### config.mk
export PLATFORM = sky130hd
export DESIGN_NAME = keypad_matrix_scanner
export DESIGN_NICKNAME = d
export VERILOG_FILES = /design/src/rtl/keypad_matrix_scanner.sv
export SDC_FILE = /design/constraint.sdc
export NUM_CORES = 1
export LEC_CHECK = 0
export ABC_CLOCK_PERIOD_IN_PS = 8350
export CAP_MARGIN = 20
export CORE_AREA = 2 2 86 96
export CTS_CLUSTER_DIAMETER = 30
export DETAILED_ROUTE_END_ITERATION = 12
export DIE_AREA = 0 0 88 98
export GPL_TIMING_DRIVEN = 0
export HOLD_SLACK_MARGIN = 0.05
export MAX_ROUTING_LAYER = met4
export PLACE_DENSITY = 0.62
export RECOVER_POWER = 100
export SLEW_MARGIN = 20
export SYNTH_ARGS = -nofsm -noshare
export SYNTH_HDL_FRONTEND = slang
export SYNTH_SLANG_ARGS = --single-unit
### constraint.sdc
create_clock -name clk -period 8.35 [get_ports clk]
set_input_delay 1.67 -clock clk [delete_from_list [all_inputs] [get_ports clk]]
set_output_delay 1.67 -clock clk [all_outputs]
set_load 0.02 [all_outputs]
### src/rtl/keypad_matrix_scanner.sv
// Column-at-a-time keypad matrix scanner. Rows are synchronised, sampled once per
// column slot, and whole-frame snapshots are debounced before reaching out_keys.
module keypad_matrix_scanner #(
    parameter int N_COLUMN      = 4,
    parameter int N_ROW         = 4,
    parameter int SLOT_LEN      = 4,
    parameter int STABLE_FRAMES = 3
) (
    input  logic                      clk,
    input  logic                      rst_n,
    input  logic [N_ROW-1:0]          row,
    output logic [N_COLUMN-1:0]       column,
    output logic [N_COLUMN*N_ROW-1:0] out_keys,
    output logic                      data_valid,
    output logic                      multi_key
);

    localparam int KEYS   = N_COLUMN * N_ROW;
    localparam int SLOT_W = (SLOT_LEN > 1) ? $clog2(SLOT_LEN) : 1;
    localparam int COL_W  = (N_COLUMN > 1) ? $clog2(N_COLUMN) : 1;
    localparam int CNT_W  = $clog2(STABLE_FRAMES + 1);

    localparam logic [SLOT_W-1:0] SLOT_LAST = SLOT_W'(SLOT_LEN - 1);
    localparam logic [COL_W-1:0]  COL_LAST  = COL_W'(N_COLUMN - 1);
    localparam logic [CNT_W-1:0]  CNT_MAX   = CNT_W'(STABLE_FRAMES);
    localparam logic [CNT_W-1:0]  CNT_ONE   = CNT_W'(1);

    // Two or more bits set: clearing the lowest set bit still leaves something.
    function automatic logic multi_bits(input logic [KEYS-1:0] v);
        return (v & (v - KEYS'(1))) != '0;
    endfunction

    logic [N_ROW-1:0]  row_s1_q, row_s2_q;
    logic [SLOT_W-1:0] slot_q, slot_d;
    logic [COL_W-1:0]  col_q, col_d;
    logic [KEYS-1:0]   frame_raw_q, frame_raw_d;
    logic [KEYS-1:0]   frame_prev_q, frame_prev_d;
    logic [CNT_W-1:0]  stable_cnt_q, stable_cnt_d;
    logic [KEYS-1:0]   out_keys_q, out_keys_d;
    logic              data_valid_q, data_valid_d;
    logic              multi_key_q, multi_key_d;

    logic              sample;
    logic              frame_end;
    logic              load;
    logic [KEYS-1:0]   snap;

    assign sample     = (slot_q == SLOT_LAST);
    assign frame_end  = sample && (col_q == COL_LAST);
    assign column     = N_COLUMN'(1) << col_q;
    assign out_keys   = out_keys_q;
    assign data_valid = data_valid_q;
    assign multi_key  = multi_key_q;

    // Frame so far with the currently driven column's rows merged in.
    always_comb begin
        snap = frame_raw_q;
        for (int r = 0; r < N_ROW; r++) begin
            snap[r*N_COLUMN + int'(col_q)] = row_s2_q[r];
        end
    end

    always_comb begin
        slot_d       = sample ? '0 : slot_q + 1'b1;
        col_d        = col_q;
        frame_raw_d  = frame_raw_q;
        frame_prev_d = frame_prev_q;
        stable_cnt_d = stable_cnt_q;
        data_valid_d = frame_end;
        if (sample) begin
            col_d       = (col_q == COL_LAST) ? '0 : col_q + 1'b1;
            frame_raw_d = snap;
        end
        if (frame_end) begin
            frame_prev_d = snap;
            if (snap == frame_prev_q) begin
                stable_cnt_d = (stable_cnt_q >= CNT_MAX) ? CNT_MAX : stable_cnt_q + CNT_ONE;
            end else begin
                stable_cnt_d = CNT_ONE;
            end
        end
        load        = frame_end && (stable_cnt_d >= CNT_MAX);
        out_keys_d  = load ? snap : out_keys_q;
        multi_key_d = load ? multi_bits(snap) : multi_key_q;
    end

    always_ff @(posedge clk or negedge rst_n) begin
        if (!rst_n) begin
            row_s1_q     <= '0;
            row_s2_q     <= '0;
            slot_q       <= '0;
            col_q        <= '0;
            frame_raw_q  <= '0;
            frame_prev_q <= '0;
            stable_cnt_q <= '0;
            out_keys_q   <= '0;
            data_valid_q <= 1'b0;
            multi_key_q  <= 1'b0;
        end else begin
            row_s1_q     <= row;
            row_s2_q     <= row_s1_q;
            slot_q       <= slot_d;
            col_q        <= col_d;
            frame_raw_q  <= frame_raw_d;
            frame_prev_q <= frame_prev_d;
            stable_cnt_q <= stable_cnt_d;
            out_keys_q   <= out_keys_d;
            data_valid_q <= data_valid_d;
            multi_key_q  <= multi_key_d;
        end
    end

endmodule

==> out/results.tsv, run 1 <==
stage	metric	value	unit
critical_path	crit-reg2reg-launch	col_q[1]	
floorplan	initial_core_utilization	0.403	
yosys	synthFlopType	sky130_fd_sc_hd__dfrtp_1	
global_route	grt_antenna_before_repair	0	
routing	drtIter0Drc	127	
critical_path	regToRegEndpoint	out_keys[12]	
layout	final.fill_count	756	
global_route	grt_max_degree	36	
placement	hpwl	4680	µm
floorplan	die_width	88	µm
routing	postRouteAntennaNets	0	
sta	setup_viol	0	
sta	final_period_demand_of_the_worst_path	4350	ps
layout	areaGrowthSynthToFinish	16.5	%
yosys	yosys.area.top_type_share	0.516	
clocking	post-cts-setup-buffers	0	
sta	tightest_slew	1810	ps
layout	final_layout_size_suffix_gt1_frac	0.119	
floorplan	core	7700	µm²
routing	vias_per_cell	5.06	
floorplan	chipHeight	98	µm
clocking	cts-hold-fix-buffers	0	
critical_path	reg2reg_setup_slack	4000	ps
pwr	internal_power	0.488	mW
floorplan	io_pins	28	
routing	drcViolationCount	0	
clocking	clkTransAtPathRegs	70	ps
pwr	power.share.sequential	0.511	
yosys	synth_enable_flop_cells	0	
routing	num_vias	2206	
sta	maxClockFrequency	0.230	GHz
yosys	synth_seq_area_share	0.516	
yosys	post_synth_inst_count	284	
pwr	p_comb_frac	0.064	
layout	nets	334	
clocking	cts_sinks	64	
pwr	power_switching_share	0.239	
global_route	grt_first_pass_wirelength	11100	µm
clocking	tritoncts	done	
critical_path	crit_fanout	10	
clocking	root_buffer	sky130_fd_sc_hd__clkbuf_8	
placement	numPortBuffers	27	
critical_path	critical_path.endpoint_type	flip-flop	
run_status	run_status	finished, violations left	
placement	placed_cells_incl_taps	420	
sta	timing.final.crit_share	0.521	
pwr	cellPowerDensity	177	nW/µm²
critical_path	start_kind	flip-flop	
pwr	switching_power	0.153	mW
global_route	global_route.overflow_total	0	
placement	gp_congestion	0.859	
yosys	synthesis.area	3110	µm²
run	max_cap_violations	2	
yosys	syn-num-nets	295	
critical_path	timing.critical_path.from	col_q[1]	
yosys	ys.warnings.count	0	
yosys	synth_top_area_cell	sky130_fd_sc_hd__dfrtp_1	
pwr	p_leak	1.59	nW
sta	finClkSkew	8.36	ps
critical_path	timing_worst_setup_path_type	flip-flop to flip-flop	
clocking	source_to_sink_clock_delay_at_the_later_pin_of_the_worst_skew_pair	340	ps
critical_path	worst_endpoint_data_arrival_time	4560	ps
sta	finalSetupTns	0	ps
yosys	post_synth.cell_area_avg	10.9	µm²
global_route	grt_use_total	0.171	
floorplan	die_area	8620	µm²
routing	route.final.wire_length	6420	µm
sta	slew-limit-headroom	-0.208	
clocking	cts.path.max_buffers	2	
clocking	cts_made_buffers	9	
yosys	synth-seq-cells	64	
clocking	ctsHtreeMaxLevel	3	
sta	drv_slew	67	
yosys	synth.top_cells.by_area	sky130_fd_sc_hd__dfrtp_1 52%, sky130_fd_sc_hd__nand2_1 5.1%, sky130_fd_sc_hd__xnor2_1 4.2%, sky130_fd_sc_hd__mux2i_2 3.1%, sky130_fd_sc_hd__a31oi_1 3.0%	
yosys	netlist-cell-type-count	43	
critical_path	worst-endpoint-required	8550	ps
pwr	clock_network_fraction_of_total_power	0.426	
global_route	number_of_global_route_vias_before_repair	2208	
layout	antenna_cells_inserted	0	
sta	finalHoldViolCount	0	
sta	rsz0062_at_grt	false	
pwr	vdd_drop_max	147	µV
routing	first_pass_iters	4	
yosys	yosys-top-cells-count	64 x sky130_fd_sc_hd__dfrtp_1, 42 x sky130_fd_sc_hd__nand2_1, 17 x sky130_fd_sc_hd__a21oi_1, 17 x sky130_fd_sc_hd__o21ai_0	
floorplan	core.rowCount	34	
layout	fin_cells	436	
critical_path	ff2ff_path_depth	12	
min_path	worstHoldPathType	flip-flop to flip-flop	
routing	avgRoutedWirePerCell	14.7	µm
clocking	post_cts.resized_instances	0	
yosys	synthMostInstantiatedCell	sky130_fd_sc_hd__dfrtp_1	
yosys	ys_async_sr_fraction	1.00	
critical_path	critPathCapture	out_keys[12]	
run_status	violations	capacitance limit, slew limit	
-- critical path: stages (launching register included) --
cell and delay, ps:
sky130_fd_sc_hd__dfrtp_1 400, sky130_fd_sc_hd__inv_1 100, sky130_fd_sc_hd__ha_1 250, sky130_fd_sc_hd__clkbuf_1 420, sky130_fd_sc_hd__mux2i_1 740, sky130_fd_sc_hd__xnor2_1 140, sky130_fd_sc_hd__nor4_1 450, sky130_fd_sc_hd__and4_1 250
sky130_fd_sc_hd__clkbuf_1 210, sky130_fd_sc_hd__and3_2 210, sky130_fd_sc_hd__clkbuf_1 330, sky130_fd_sc_hd__clkbuf_1 560, sky130_fd_sc_hd__a21oi_1 160
-- per-stage QoR --
stage | power (mW) | instance area (µm²) | hold WS, ps | utilization | setup WS [ps]
2_1_floorplan | 0.360 | 3110 | 331 | - | 5550
3_5_place_dp | 0.379 | 3530 | 335 | 0.458 | 5180
5_1_grt | 0.669 | 3620 | 359 | 0.470 | 3490
3_3_place_gp | 0.376 | 3510 | 334 | 0.456 | 3490
6_report | 0.642 | 3620 | 349 | 0.470 | 4000
4_1_cts | 0.654 | 3740 | 351 | 0.485 | 4810
-- cells by family (layout without fill, tap and decap cells) --
group / after synthesis / count (layout) / synth area share
adders and majority gates: 5 / 5 / 0.0201
DFF: 64 / 64 / 0.516
AOI/OAI and AO/OA: 72 / 72 / 0.150
muxes: 21 / 21 / 0.0983
xor gates and xnor gates: 16 / 16 / 0.0451
and+or+nand+nor: 83 / 83 / 0.125
buffers and inverters: 23 / 67 / 0.0463
-- sequential cells by signal (all words and copies together), names as in the netlist --
register,flops
out_keys,16
stable_cnt_q,2
row_s2_q,4
data_valid,1
multi_key,1
col_q,2
slot_q,2
frame_prev_q,16
row_s1_q,4
frame_raw_q,16
-- layout by cell type, fill, tap and decap left out, drive strengths merged, types with 5 or more instances in the layout --
master / n
dfrtp: 64
xnor2: 15
dlygate4sd3: 26
ha: 5
nand2b: 6
a21oi: 26
nand4: 6
o21ai: 18
nor4: 5
a31oi: 16
nor2: 15
clkbuf: 28
mux2i: 15
mux2: 6
nand2: 42
-- power by group through the flow --
| stage | sequential (mW) | clock [mW] | combinational [mW] |
|---|---|---|---|
| final | 0.328 | 0.273 | 0.0408 |
| after global routing | 0.329 | 0.294 | 0.0462 |
| after CTS | 0.328 | 0.281 | 0.0445 |
| after detailed placement | 0.334 | 0 | 0.0444 |
| after global placement | 0.334 | 0 | 0.0425 |
| after floorplan | 0.332 | 0 | 0.0278 |
-- final cells by class --
type	count	area, µm²	share of cell area
Sequential cell	64	1600	0.442
Multi-Input combinational cell	197	1310	0.361
Timing Repair Buffer	28	268	0.0740
Clock buffer	11	151	0.0418
Tap cell	108	135	0.0373
Buffer	19	88.8	0.0245
Clock inverter	5	55.1	0.0152
Inverter	4	15.0	0.00415
-- worst min-delay path by stage --
stage,to,start,slack [ps],cells past startpoint
global placement,row_s2_q[2],row_s1_q[2],330,0
CTS,row_s2_q[3],row_s1_q[3],350,0
global route,row_s2_q[1],row_s1_q[1],360,0
detailed placement,row_s2_q[3],row_s1_q[3],330,0
floorplan,row_s2_q[0],row_s1_q[0],330,0
finish,row_s2_q[3],row_s1_q[3],350,0
-- routing by layer --
metal	vias to the layer above	GRT usage	part of all wire
li1	1081	-	-
met1	1081	0.233	0.48
met2	36	0.247	0.48
met3	8	0.0473	0.036
met4	0	0.0580	0.0098
met5	-	-	0
Note: power is estimated with default switching activity, not from simulation.
==> run 2: changes to the inputs <==
--- a/config.mk
+++ b/config.mk
@@ -5,7 +5,7 @@
 export SDC_FILE = /design/constraint.sdc
 export NUM_CORES = 1
 export LEC_CHECK = 0
-export ABC_CLOCK_PERIOD_IN_PS = 8350
+export ABC_CLOCK_PERIOD_IN_PS = 3700
 export CAP_MARGIN = 20
 export CORE_AREA = 2 2 86 96
 export CTS_CLUSTER_DIAMETER = 30
@@ -14,7 +14,7 @@
 export GPL_TIMING_DRIVEN = 0
 export HOLD_SLACK_MARGIN = 0.05
 export MAX_ROUTING_LAYER = met4
-export PLACE_DENSITY = 0.62
+export PLACE_DENSITY = 0.64
 export RECOVER_POWER = 100
 export SLEW_MARGIN = 20
 export SYNTH_ARGS = -nofsm -noshare
==> constraint.sdc (replaced) <==
create_clock -name clk -period 3.7 [get_ports clk]
set_input_delay 0.74 -clock clk [delete_from_list [all_inputs] [get_ports clk]]
set_output_delay 0.74 -clock clk [all_outputs]
set_load 0.02 [all_outputs]
==> out/results.tsv, run 2 (synthesis results as in run 1) <==
stage	metric	value	unit	change
layout	antenna_cells_inserted	0		unchanged
routing	postRouteAntennaNets	0		unchanged
critical_path	cp_slowest_stage_delay	420	ps	was 740 ps
layout	layout.cells.most_common_list	64 x sky130_fd_sc_hd__dfrtp_1, 42 x sky130_fd_sc_hd__nand2_1, 26 x sky130_fd_sc_hd__dlygate4sd3_1		unchanged
layout	nets	334		unchanged
run_status	run_status	finished, violations left		unchanged
routing	drtIter0Drc	181		was 127
floorplan	io_pins	28		unchanged
clocking	cts.path.max_buffers	2		unchanged
placement	dp_worst_setup_slack	565	ps	was 5180 ps
global_route	grt_use_total	0.172		was 0.171
pwr	p_leak	1.63	nW	was 1.59 nW
critical_path	critical_path.endpoint_type	flip-flop		unchanged
placement	gp_congestion	0.857		was 0.859
sta	final_period_demand_of_the_worst_path	3260	ps	was 4350 ps
sta	maxClockFrequency	0.307	GHz	was 0.230 GHz
sta	post-route-worst-setup-slack	444	ps	was 4000 ps
global_route	grt_max_degree	36		unchanged
global_route	grt_first_pass_wirelength	10900	µm	was 11100 µm
critical_path	cpLargestDelayFamily	simple AND/OR/NAND/NOR gates		was buffers and inverters
layout	final_core_utilization	0.475		was 0.470
sta	finalHoldWorstSlack	350	ps	was 349 ps
sta	setup_viol	0		unchanged
routing	num_vias	2224		was 2206
global_route	number_of_global_route_vias_before_repair	2137		was 2208
global_route	grt_antenna_before_repair	0		unchanged
critical_path	worst_endpoint_data_arrival_time	3480	ps	was 4560 ps
placement	numPortBuffers	27		unchanged
pwr	vdd_drop_max	231	µV	was 147 µV
layout	final.fill_count	737		was 756
placement	placed_cells_incl_taps	420		unchanged
sta	slew-limit-headroom	-0.0763		was -0.208
clocking	cts_sinks	64		unchanged
sta	finalHoldViolCount	0		unchanged
floorplan	core	7700	µm²	unchanged
pwr	cellPowerDensity	395	nW/µm²	was 177 nW/µm²
critical_path	start_kind	flip-flop		unchanged
clocking	ctsHtreeMaxLevel	3		unchanged
clocking	cts_made_buffers	9		unchanged
floorplan	chipHeight	98	µm	unchanged
layout	fin_cells	436		unchanged
layout	mostFrequentLayoutCell	sky130_fd_sc_hd__dfrtp_1		unchanged
layout	areaGrowthSynthToFinish	17.7	%	was 16.5%
clocking	root_buffer	sky130_fd_sc_hd__clkbuf_8		unchanged
clocking	post_cts.resized_instances	0		unchanged
sta	finClkSkew	10.6	ps	was 8.36 ps
min_path	worstHoldPathType	flip-flop to flip-flop		unchanged
sta	drv_slew	30		was 67
critical_path	crit_fanout	10		unchanged
routing	route.final.wire_length	6450	µm	was 6420 µm
routing	avgRoutedWirePerCell	14.8	µm	was 14.7 µm
critical_path	timing_worst_setup_path_type	flip-flop to flip-flop		unchanged
floorplan	die_area	8620	µm²	unchanged
floorplan	initial_core_utilization	0.403		unchanged
run	max_cap_violations	1		was 2
routing	first_pass_iters	4		unchanged
critical_path	critical_path.n_buffers_inverters	4		was 5
clocking	post-cts-setup-buffers	0		unchanged
critical_path	critPathSlowestCell	sky130_fd_sc_hd__dfrtp_1		was sky130_fd_sc_hd__mux2i_1
floorplan	core.rowCount	34		unchanged
sta	finalSetupTns	0	ps	unchanged
critical_path	crit_chain	inv_1 -> ha_1 -> clkbuf_1 -> mux2i_2 -> xnor2_1 -> nor4_2 -> and4_1 -> buf_4 -> and3_1 -> buf_8 -> mux2_1		was inv_1 -> ha_1 -> clkbuf_1 -> mux2i_1 -> xnor2_1 -> nor4_1 -> and4_1 -> clkbuf_1 -> and3_2 -> clkbuf_1 -> clkbuf_1 -> a21oi_1
clocking	source_to_sink_clock_delay_at_the_later_pin_of_the_worst_skew_pair	340	ps	about the same
sta	tightest_slew	1610	ps	was 1810 ps
critical_path	worst-endpoint-required	3920	ps	was 8550 ps
sta	timing.final.crit_share	0.880		was 0.521
placement	hpwl	4690	µm	was 4680 µm
clocking	tritoncts	done		unchanged
clocking	clkTransAtPathRegs	70	ps	about the same
routing	drcViolationCount	0		unchanged
clocking	cts-hold-fix-buffers	0		unchanged
sta	rsz0062_at_grt	false		unchanged
pwr	total_power	1.45	mW	was 0.642 mW
run_status	violations	capacitance limit, slew limit		unchanged
placement	placedInstanceArea	3530	µm²	unchanged
floorplan	die_width	88	µm	unchanged
layout	final_layout_size_suffix_gt1_frac	0.116		was 0.119
routing	vias_per_cell	5.10		was 5.06
layout	design_area	3660	µm²	was 3620 µm²
global_route	global_route.overflow_total	0		unchanged
run 2: changes by cell type in the layout (fill, tap and decap cells not counted), sizes merged:
cell | before | now
clkbuf | 28 | 25
clkinvlp | 2 | 0
buf | 4 | 9
run 2: per-layer routing:
metal / vias up / global-route usage / wire [µm] / part of all wire
li1: 1078 / - / - / -
met1: 1080 / 0.239 / 3110 / 0.48
met2: 54 / 0.240 / 2880 / 0.45
met3: 12 / 0.0431 / 312 / 0.048
met4: 0 / 0.0686 / 144 / 0.022
met5: - / - / 0 / 0
run 2: final timing paths:
check | startpoint | to | slack [ps] | cells past startpoint
max | col_q[0] | out_keys[3] | 440 | 11
min | row_s1_q[3] | row_s2_q[3] | 350 | 0
max reg2reg | col_q[0] | out_keys[3] | 440 | 11
min reg2reg | row_s1_q[3] | row_s2_q[3] | 350 | 0
max in group asynchronous | rst_n | data_valid | 1960 | 1
min in group asynchronous | rst_n | row_s1_q[0] | 800 | 1
run 2: final cells by class:
| class | instances | area [µm²] | share of cell area |
|---|---|---|---|
| Sequential cell | 64 | 1600 | 0.438 |
| Multi-Input combinational cell | 197 | 1290 | 0.354 |
| Buffer | 19 | 128 | 0.0349 |
| Tap cell | 108 | 135 | 0.0369 |
| Inverter | 4 | 15.0 | 0.00411 |
| Timing Repair Buffer | 28 | 284 | 0.0777 |
| Clock buffer | 13 | 159 | 0.0434 |
| Clock inverter | 3 | 40.0 | 0.0109 |
run 2: power breakdown:
part           internal, mW  total [mW]  switching [mW]  leakage [nW]
clock network         0.346       0.610           0.264         0.103
registers             0.722       0.740          0.0184         0.792
logic                0.0381      0.0955          0.0574         0.735
run 2: worst register-to-register path: cells and delay by family, from the launching register on:
family	cells	cell delay [ps]
DFF	1	420
muxes	2	690
buffers and inverters	4	750
and+or+nand+nor	3	810
xor gates and xnor gates	1	130
adders and majority gates	1	330
